### src/rtl/rob_retire_queue_pkg.sv
// Shared constants and the reorder-buffer entry layout used by the retire queue.
// Physical register 6'h3f is reserved as the "no destination" marker.
package rob_retire_queue_pkg;
  localparam int PHYS_W    = 6;
  localparam int ARCH_W    = 5;
  localparam int ROB_DEPTH = 16;
  localparam int ROB_TAG_W = 4;

  localparam logic [PHYS_W-1:0] NO_REG    = 6'b111111;
  localparam logic [ARCH_W-1:0] ARCH_NONE = 5'b11111;

  typedef struct packed {
    logic              valid;
    logic              done;
    logic              is_store;
    logic [PHYS_W-1:0] phys_rd;
    logic [PHYS_W-1:0] old_phys_rd;
    logic [ARCH_W-1:0] arch_reg;
  } rob_entry_t;
endpackage

### src/rtl/rob_retire_queue_if.sv
// Allocation, completion, retire and status signals of the reorder buffer.
// The slave side is the ROB itself; the master side is rename/execute.
interface rob_retire_queue_if
  import rob_retire_queue_pkg::*;
#(
  parameter int TAG_W = ROB_TAG_W
) ();
  logic              alloc_valid;
  logic [PHYS_W-1:0] alloc_phys_rd;
  logic [PHYS_W-1:0] alloc_old_phys_rd;
  logic [ARCH_W-1:0] alloc_arch_reg;
  logic              alloc_is_store;
  logic              alloc_ready;
  logic [TAG_W-1:0]  alloc_tag;
  logic              complete_valid1;
  logic [TAG_W-1:0]  complete_tag1;
  logic              complete_valid2;
  logic [TAG_W-1:0]  complete_tag2;
  logic              retire_valid1;
  logic [PHYS_W-1:0] retire_phys_reg1;
  logic              retire_valid2;
  logic [PHYS_W-1:0] retire_phys_reg2;
  logic [1:0]        retire_count;
  logic [TAG_W:0]    rob_count;
  logic              rob_empty;
  logic              rob_full;

  modport slave (
    input  alloc_valid, alloc_phys_rd, alloc_old_phys_rd, alloc_arch_reg, alloc_is_store,
    input  complete_valid1, complete_tag1, complete_valid2, complete_tag2,
    output alloc_ready, alloc_tag,
    output retire_valid1, retire_phys_reg1, retire_valid2, retire_phys_reg2, retire_count,
    output rob_count, rob_empty, rob_full
  );

  modport master (
    output alloc_valid, alloc_phys_rd, alloc_old_phys_rd, alloc_arch_reg, alloc_is_store,
    output complete_valid1, complete_tag1, complete_valid2, complete_tag2,
    input  alloc_ready, alloc_tag,
    input  retire_valid1, retire_phys_reg1, retire_valid2, retire_phys_reg2, retire_count,
    input  rob_count, rob_empty, rob_full
  );
endinterface

### src/rtl/rob_retire_queue.sv
// In-order reorder buffer: one allocation, two completions and up to two
// in-order retirements per cycle; retirements free the superseded phys register.
module rob_retire_queue
  import rob_retire_queue_pkg::*;
#(
  parameter int DEPTH = ROB_DEPTH,
  parameter int TAG_W = ROB_TAG_W
) (
  input logic               clk,
  input logic               reset,
  rob_retire_queue_if.slave bus
);
  rob_entry_t        entries_reg  [DEPTH];
  rob_entry_t        entries_next [DEPTH];
  logic [TAG_W-1:0]  head_reg, head_next, head_plus1;
  logic [TAG_W-1:0]  tail_reg, tail_next;
  logic [TAG_W:0]    count_reg, count_next;
  logic              full, alloc_fire, r1, r2;
  logic [1:0]        retire_num;
  logic              free1, free2;
  logic              retire_valid1_reg, retire_valid2_reg;
  logic [PHYS_W-1:0] retire_phys1_reg, retire_phys2_reg;
  logic [1:0]        retire_count_reg;

  assign head_plus1 = head_reg + TAG_W'(1);
  assign full       = (count_reg == (TAG_W+1)'(DEPTH));
  assign alloc_fire = bus.alloc_valid && !full;

  // Retire decision sees only done bits already registered, so a completion
  // arriving this cycle cannot retire until the next one.
  assign r1 = entries_reg[head_reg].valid && entries_reg[head_reg].done;
  assign r2 = r1 && entries_reg[head_plus1].valid && entries_reg[head_plus1].done;
  assign retire_num = {1'b0, r1} + {1'b0, r2};

  assign free1 = r1 && !entries_reg[head_reg].is_store
                    && (entries_reg[head_reg].old_phys_rd != NO_REG);
  assign free2 = r2 && !entries_reg[head_plus1].is_store
                    && (entries_reg[head_plus1].old_phys_rd != NO_REG);

  assign head_next  = head_reg + TAG_W'(retire_num);
  assign tail_next  = tail_reg + TAG_W'(alloc_fire);
  assign count_next = count_reg + (TAG_W+1)'(alloc_fire) - (TAG_W+1)'(retire_num);

  generate
    for (genvar gi = 0; gi < DEPTH; gi++) begin : g_entry
      logic       alloc_hit, retire_hit, complete_hit;
      rob_entry_t entry_next;

      assign alloc_hit    = alloc_fire && (tail_reg == TAG_W'(gi));
      assign retire_hit   = (r1 && (head_reg == TAG_W'(gi))) || (r2 && (head_plus1 == TAG_W'(gi)));
      assign complete_hit = (bus.complete_valid1 && (bus.complete_tag1 == TAG_W'(gi)))
                         || (bus.complete_valid2 && (bus.complete_tag2 == TAG_W'(gi)));

      // Allocation wins over a same-cycle completion: the slot is not yet valid.
      always_comb begin
        entry_next = entries_reg[gi];
        if (alloc_hit) begin
          entry_next.valid       = 1'b1;
          entry_next.done        = 1'b0;
          entry_next.is_store    = bus.alloc_is_store;
          entry_next.phys_rd     = bus.alloc_phys_rd;
          entry_next.old_phys_rd = bus.alloc_old_phys_rd;
          entry_next.arch_reg    = bus.alloc_arch_reg;
        end else if (retire_hit) begin
          entry_next.valid = 1'b0;
          entry_next.done  = 1'b0;
        end else if (complete_hit && entries_reg[gi].valid) begin
          entry_next.done = 1'b1;
        end
      end

      assign entries_next[gi] = entry_next;
    end
  endgenerate

  always_ff @(posedge clk) begin
    if (reset) begin
      for (int i = 0; i < DEPTH; i++) begin
        entries_reg[i].valid <= 1'b0;
        entries_reg[i].done  <= 1'b0;
      end
      head_reg          <= '0;
      tail_reg          <= '0;
      count_reg         <= '0;
      retire_valid1_reg <= 1'b0;
      retire_valid2_reg <= 1'b0;
      retire_phys1_reg  <= NO_REG;
      retire_phys2_reg  <= NO_REG;
      retire_count_reg  <= 2'd0;
    end else begin
      entries_reg       <= entries_next;
      head_reg          <= head_next;
      tail_reg          <= tail_next;
      count_reg         <= count_next;
      retire_valid1_reg <= free1;
      retire_valid2_reg <= free2;
      retire_phys1_reg  <= free1 ? entries_reg[head_reg].old_phys_rd : NO_REG;
      retire_phys2_reg  <= free2 ? entries_reg[head_plus1].old_phys_rd : NO_REG;
      retire_count_reg  <= retire_num;
    end
  end

  assign bus.alloc_ready      = !full;
  assign bus.alloc_tag        = tail_reg;
  assign bus.retire_valid1    = retire_valid1_reg;
  assign bus.retire_phys_reg1 = retire_phys1_reg;
  assign bus.retire_valid2    = retire_valid2_reg;
  assign bus.retire_phys_reg2 = retire_phys2_reg;
  assign bus.retire_count     = retire_count_reg;
  assign bus.rob_count        = count_reg;
  assign bus.rob_empty        = (count_reg == '0);
  assign bus.rob_full         = full;
endmodule

### src/flat_wrapper.sv
// flat-port wrapper written by rule: the top's interface ports become plain ports
module rob_retire_queue_flat import rob_retire_queue_pkg::*;
#(
  parameter int DEPTH = ROB_DEPTH,
  parameter int TAG_W = ROB_TAG_W
)
  (clk, reset, bus_alloc_valid, bus_alloc_phys_rd, bus_alloc_old_phys_rd, bus_alloc_arch_reg, bus_alloc_is_store, bus_complete_valid1, bus_complete_tag1, bus_complete_valid2, bus_complete_tag2, bus_alloc_ready, bus_alloc_tag, bus_retire_valid1, bus_retire_phys_reg1, bus_retire_valid2, bus_retire_phys_reg2, bus_retire_count, bus_rob_count, bus_rob_empty, bus_rob_full);
  rob_retire_queue_if #(.TAG_W(TAG_W)) bus_i ();
  input logic clk;
  input logic reset;
  input wire logic [$bits(bus_i.alloc_valid)-1:0] bus_alloc_valid;
  input wire logic [$bits(bus_i.alloc_phys_rd)-1:0] bus_alloc_phys_rd;
  input wire logic [$bits(bus_i.alloc_old_phys_rd)-1:0] bus_alloc_old_phys_rd;
  input wire logic [$bits(bus_i.alloc_arch_reg)-1:0] bus_alloc_arch_reg;
  input wire logic [$bits(bus_i.alloc_is_store)-1:0] bus_alloc_is_store;
  input wire logic [$bits(bus_i.complete_valid1)-1:0] bus_complete_valid1;
  input wire logic [$bits(bus_i.complete_tag1)-1:0] bus_complete_tag1;
  input wire logic [$bits(bus_i.complete_valid2)-1:0] bus_complete_valid2;
  input wire logic [$bits(bus_i.complete_tag2)-1:0] bus_complete_tag2;
  output wire logic [$bits(bus_i.alloc_ready)-1:0] bus_alloc_ready;
  output wire logic [$bits(bus_i.alloc_tag)-1:0] bus_alloc_tag;
  output wire logic [$bits(bus_i.retire_valid1)-1:0] bus_retire_valid1;
  output wire logic [$bits(bus_i.retire_phys_reg1)-1:0] bus_retire_phys_reg1;
  output wire logic [$bits(bus_i.retire_valid2)-1:0] bus_retire_valid2;
  output wire logic [$bits(bus_i.retire_phys_reg2)-1:0] bus_retire_phys_reg2;
  output wire logic [$bits(bus_i.retire_count)-1:0] bus_retire_count;
  output wire logic [$bits(bus_i.rob_count)-1:0] bus_rob_count;
  output wire logic [$bits(bus_i.rob_empty)-1:0] bus_rob_empty;
  output wire logic [$bits(bus_i.rob_full)-1:0] bus_rob_full;
  assign bus_i.alloc_valid = bus_alloc_valid;
  assign bus_i.alloc_phys_rd = bus_alloc_phys_rd;
  assign bus_i.alloc_old_phys_rd = bus_alloc_old_phys_rd;
  assign bus_i.alloc_arch_reg = bus_alloc_arch_reg;
  assign bus_i.alloc_is_store = bus_alloc_is_store;
  assign bus_i.complete_valid1 = bus_complete_valid1;
  assign bus_i.complete_tag1 = bus_complete_tag1;
  assign bus_i.complete_valid2 = bus_complete_valid2;
  assign bus_i.complete_tag2 = bus_complete_tag2;
  assign bus_alloc_ready = bus_i.alloc_ready;
  assign bus_alloc_tag = bus_i.alloc_tag;
  assign bus_retire_valid1 = bus_i.retire_valid1;
  assign bus_retire_phys_reg1 = bus_i.retire_phys_reg1;
  assign bus_retire_valid2 = bus_i.retire_valid2;
  assign bus_retire_phys_reg2 = bus_i.retire_phys_reg2;
  assign bus_retire_count = bus_i.retire_count;
  assign bus_rob_count = bus_i.rob_count;
  assign bus_rob_empty = bus_i.rob_empty;
  assign bus_rob_full = bus_i.rob_full;
  rob_retire_queue #(.DEPTH(DEPTH), .TAG_W(TAG_W)) u_core (.clk(clk), .reset(reset), .bus(bus_i));
endmodule
### config.mk
export PLATFORM = sky130hd
export DESIGN_NAME = rob_retire_queue_flat
export DESIGN_NICKNAME = d
export VERILOG_FILES = /design/src/rtl/rob_retire_queue_pkg.sv /design/src/rtl/rob_retire_queue_if.sv /design/src/rtl/rob_retire_queue.sv /design/src/flat_wrapper.sv
export SDC_FILE = /design/constraint.sdc
export NUM_CORES = 1
export LEC_CHECK = 0
export CELL_PAD_IN_SITES_DETAIL_PLACEMENT = 0
export CELL_PAD_IN_SITES_GLOBAL_PLACEMENT = 1
export CORE_UTILIZATION = 25
export CTS_CLUSTER_DIAMETER = 50
export DETAILED_ROUTE_END_ITERATION = 10
export PLACE_DENSITY = 0.51
export SYNTH_ARGS = -nofsm -noshare
export SYNTH_HDL_FRONTEND = slang
export SYNTH_SLANG_ARGS = --single-unit
### constraint.sdc
create_clock -name clk -period 4.8 [get_ports clk]
set_input_delay 0.96 -clock clk [delete_from_list [all_inputs] [get_ports clk]]
set_output_delay 0.96 -clock clk [all_outputs]
set_load 0.03 [all_outputs]
==> impl_results.md <==
- Global-route usage over all layers: 14.4%
- Worst Skew: 0.00932 ns
- Arrival time of data at the critical path endpoint: around 4.7 ns
- Number of inserted diodes: 0
- Avg Cell Area, Syn: between 10 and 15 µm²
- Clock tree from TritonCTS: yes
- Clk Latency, worst-skew pair: 0.43 ns
- Final ANT Viol Nets: 0
- Via count of the first global-routing pass: ~6000
- Pin slew with the least headroom to its limit: 1.12 ns
- Internal power of the cells: 2500 µW
- Required time of the worst setup path: 5.17 ns
- Average wire per standard cell: 20.8 µm
- Number of fill cells in the layout: around 3300
- Vert. Die Dim: roughly 190 µm
- Number of nets in the layout: 725
- Register-to-register setup slack: roughly 0.44 ns
- Share of post-route cells with drive strength above 1: between 15 and 20%
- Share of total power in the clock network: roughly two fifths
- Initial antenna violation count: 0
- Final setup slack of the worst path: 0.442 ns
- Post-synthesis sequential area ratio: between 50% and 60%
- Category of the worst setup path capture point: register
- Peak clock frequency supported by timing: 0.229 GHz
- Critical register-to-register path endpoint: u_core.bus.rob_count[4]
- RSZ-0062 raised after global routing: no
- Peak supply drop: 0.000259 V
- Cell family with most CP delay: simple AND/OR/NAND/NOR gates
- Count of mapped cells out of synthesis: 629
- Launch point of the worst reg-to-reg path: u_core.head_reg[0]
- Highest-delay cell along the critical path: sky130_fd_sc_hd__nor4_4
- Final count of pins violating max slew: 0
- Dpl ws: 0.448 ns
- Net switching fraction of the power: 26.8%
- Detailed-router iteration count before antenna repair: 5
- Power Dens Cells: 341 nW/µm²
- Crit path time final: 4.36 ns
- Source of the worst hold timing path: u_core.entries_reg[19]
- Initial Utilization: around a quarter
- Setup crit end: u_core.bus.rob_count[4]
- Via/cell ratio: 4.94
- Setup-failing EPs final: 0
- Most used cells in the layout excluding fill and tap cells: 112 x sky130_fd_sc_hd__edfxtp_1, 66 x sky130_fd_sc_hd__mux4_2, 59 x sky130_fd_sc_hd__dfxtp_1
- Commonest non-fill, non-tap cell in the layout: sky130_fd_sc_hd__edfxtp_1
- Core utilization of the finished layout: 30.0%
- DRC Markers: 0
- Combined area of all synthesized cells: about 8500 µm²
- DP HPWL: 17.0 mm
- Aggregate negative setup slack: 0 ns
- Vias post-DR: 5606
- Combined buffer and inverter count along the critical path: 5
- # clock sinks: 173
- Type of the tightest min-delay check: reg -> reg
- Max_slew headroom: 24.6%
- Placer Congestion: 0.779
- Outcome: complete, no violations
- Sequential cell fraction of total power: approximately half
- Post-synth EDFFs: ~110
- Final hold vios: 0
- Worst path cell trace: inv_4, mux4_2, and2b_1, nor4_4, clkinv_2, and3_4, ha_1, ha_1, inv_1, ha_1, inv_1, fa_1, inv_1, a21oi_1, nor2_1, or3_1, a21oi_1
- Max reg flops: 144
- TritonCTS Buffers: 17
- Growth of design area from synthesis to finish: 18.4%
- Total congestion overflow: 0
- Syn Nets: 680
- # rows: 67
- Initial DRC count: 395
- Horizontal extent of the die: 186 µm
- Max-cap violations: 0
- Number of top-level pins: 59
- Largest fanout on the critical path: 18
- Total number of cells along the worst setup path: 17
- Most used DFF post-synth: sky130_fd_sc_hd__edfxtp_1
- YS warnings: 0
- Std-Cell Core Area: 33400 µm²
- Post-cts gate resize count: 0
- Slowest Stage Delay on Critical Path: 0.87 ns
- WS Path Type: reg -> reg
- Total detailed-routing wirelength: 23.7 mm
- Overall die area: 34600 µm²
- Clk buf depth: 2
- Fin Hold WS: a little under 0.5 ns
- Root Buffer: sky130_fd_sc_hd__clkbuf_16
- Combinational share of power: between 10 and 15%
- Setup bufs post-CTS: 0
- Worst Reg-to-Reg Cells: 17
- Maximum number of pins on one net before global-route repair: 34
- Synth Register Bits: 173
- Wire length of the first global-routing pass: ~36 mm
- Clock transition at the register clock pins on the worst setup and hold paths after CTS: 0.07 ns
- Switching power total: between 900 and 1000 µW
- Leakage power figure: between 0.003 and 0.004 µW
- Port Buf Inserts: 47
- Quantity of hold-fixing buffers added after cts: 0
- Start point of the critical path: u_core.head_reg[0]
- Number of distinct library cells after synthesis: 52
- Post-synthesis async set-or-reset flop share: 0%
- Fraction of the cycle the final worst path needs: 90.8%
- Critical Path Source Type: register
- Clock H-tree levels: 4
## metrics by stage
| stage | instances | total power (µW) | area (µm²) |
|---|---|---|---|
| 5_1_grt | 1135 | 3560 | 10000 |
| 6_report | 1135 | 3420 | 10000 |
| 2_1_floorplan | 629 | 1920 | 8470 |
| 3_5_place_dp | 1103 | 2080 | 9430 |
| 4_1_cts | 1135 | 3470 | 10000 |
| 3_3_place_gp | 1103 | 2070 | 9430 |
## cell type report
class | instances | area [µm²] | share of cell area [%]
Inverter | 30 | 116 | 1.16
Clock inverter | 14 | 149 | 1.48
Sequential cell | 173 | 4590 | 45.8
Clock buffer | 18 | 450 | 4.49
Multi-Input combinational cell | 388 | 3570 | 35.6
Tap cell | 448 | 561 | 5.59
Timing Repair Buffer | 64 | 598 | 5.96
## synthesized netlist by cell type (all sizes together) (6+ instances only)
| cell | number | share of area, % |
|---|---|---|
| clkbuf | 12 | 0.53 |
| inv | 29 | 1.3 |
| o21ai | 6 | 0.35 |
| nor3 | 31 | 2.0 |
| nand3 | 18 | 1.1 |
| o32ai | 16 | 1.7 |
| a211o | 16 | 1.7 |
| ha | 18 | 2.7 |
| mux4 | 66 | 18 |
| nand2b | 11 | 0.81 |
| nor2 | 41 | 1.8 |
| nand2 | 48 | 2.1 |
| or2 | 6 | 0.44 |
| nor4b | 8 | 0.83 |
| nor2b | 8 | 0.59 |
| o211ai | 6 | 0.53 |
| xor2 | 7 | 0.72 |
| a21oi | 20 | 1.2 |
| buf | 26 | 1.9 |
| dfxtp | 61 | 14 |
| nand3b | 6 | 0.53 |
| o22ai | 16 | 1.2 |
| edfxtp | 112 | 40 |
## worst reg2reg max path, stage by stage, from the launching register on
cell	delay, ns
sky130_fd_sc_hd__dfxtp_4	0.49
sky130_fd_sc_hd__inv_4	0.08
sky130_fd_sc_hd__mux4_2	0.32
sky130_fd_sc_hd__and2b_1	0.27
sky130_fd_sc_hd__nor4_4	0.87
sky130_fd_sc_hd__clkinv_2	0.22
sky130_fd_sc_hd__and3_4	0.22
sky130_fd_sc_hd__ha_1	0.32
sky130_fd_sc_hd__ha_1	0.29
sky130_fd_sc_hd__inv_1	0.04
sky130_fd_sc_hd__ha_1	0.19
sky130_fd_sc_hd__inv_1	0.07
sky130_fd_sc_hd__fa_1	0.21
sky130_fd_sc_hd__inv_1	0.05
sky130_fd_sc_hd__a21oi_1	0.14
sky130_fd_sc_hd__nor2_1	0.06
sky130_fd_sc_hd__or3_1	0.33
sky130_fd_sc_hd__a21oi_1	0.14
## layer usage
| metal | GRT usage (%) | vias up | wire length [µm] |
|---|---|---|---|
| met5 | 0 | - | 0 |
| met3 | 2.47 | 21 | 916 |
| met2 | 25.0 | 143 | 12000 |
| met1 | 18.2 | 2896 | 10300 |
| met4 | 4.33 | 0 | 382 |
| li1 | - | 2546 | - |
## worst min-delay path by stage
stage	end	slack [ns]	depth (start not counted)
finish	u_core.entries_reg[19]	0.49	2
global route	u_core.entries_reg[39]	0.51	2
CTS	u_core.entries_reg[259]	0.50	2
detailed placement	u_core.entries_reg[259]	0.48	2
global placement	u_core.entries_reg[259]	0.48	2
floorplan	u_core.entries_reg[239]	0.47	2
## cell families (layout without fill, tap and decap cells)
group / Yosys count / in the layout / share of synthesized area, %
buf+inv: 68 / 126 / 3.80
compound gates: 95 / 95 / 8.04
flops: 173 / 173 / 54.1
mux: 66 / 66 / 17.5
fa+ha+maj: 20 / 20 / 3.13
simple gates: 196 / 196 / 12.2
xor+xnor: 11 / 11 / 1.14
## power by group through the flow
stage	Sequential, µW	Clock [µW]	Combinational, µW
after floorplan	1710	0	212
after global placement	1680	0	391
after detailed placement	1680	0	398
after CTS	1650	1420	400
after global routing	1650	1480	432
final	1650	1380	393
(Power assumes the default switching activity.)
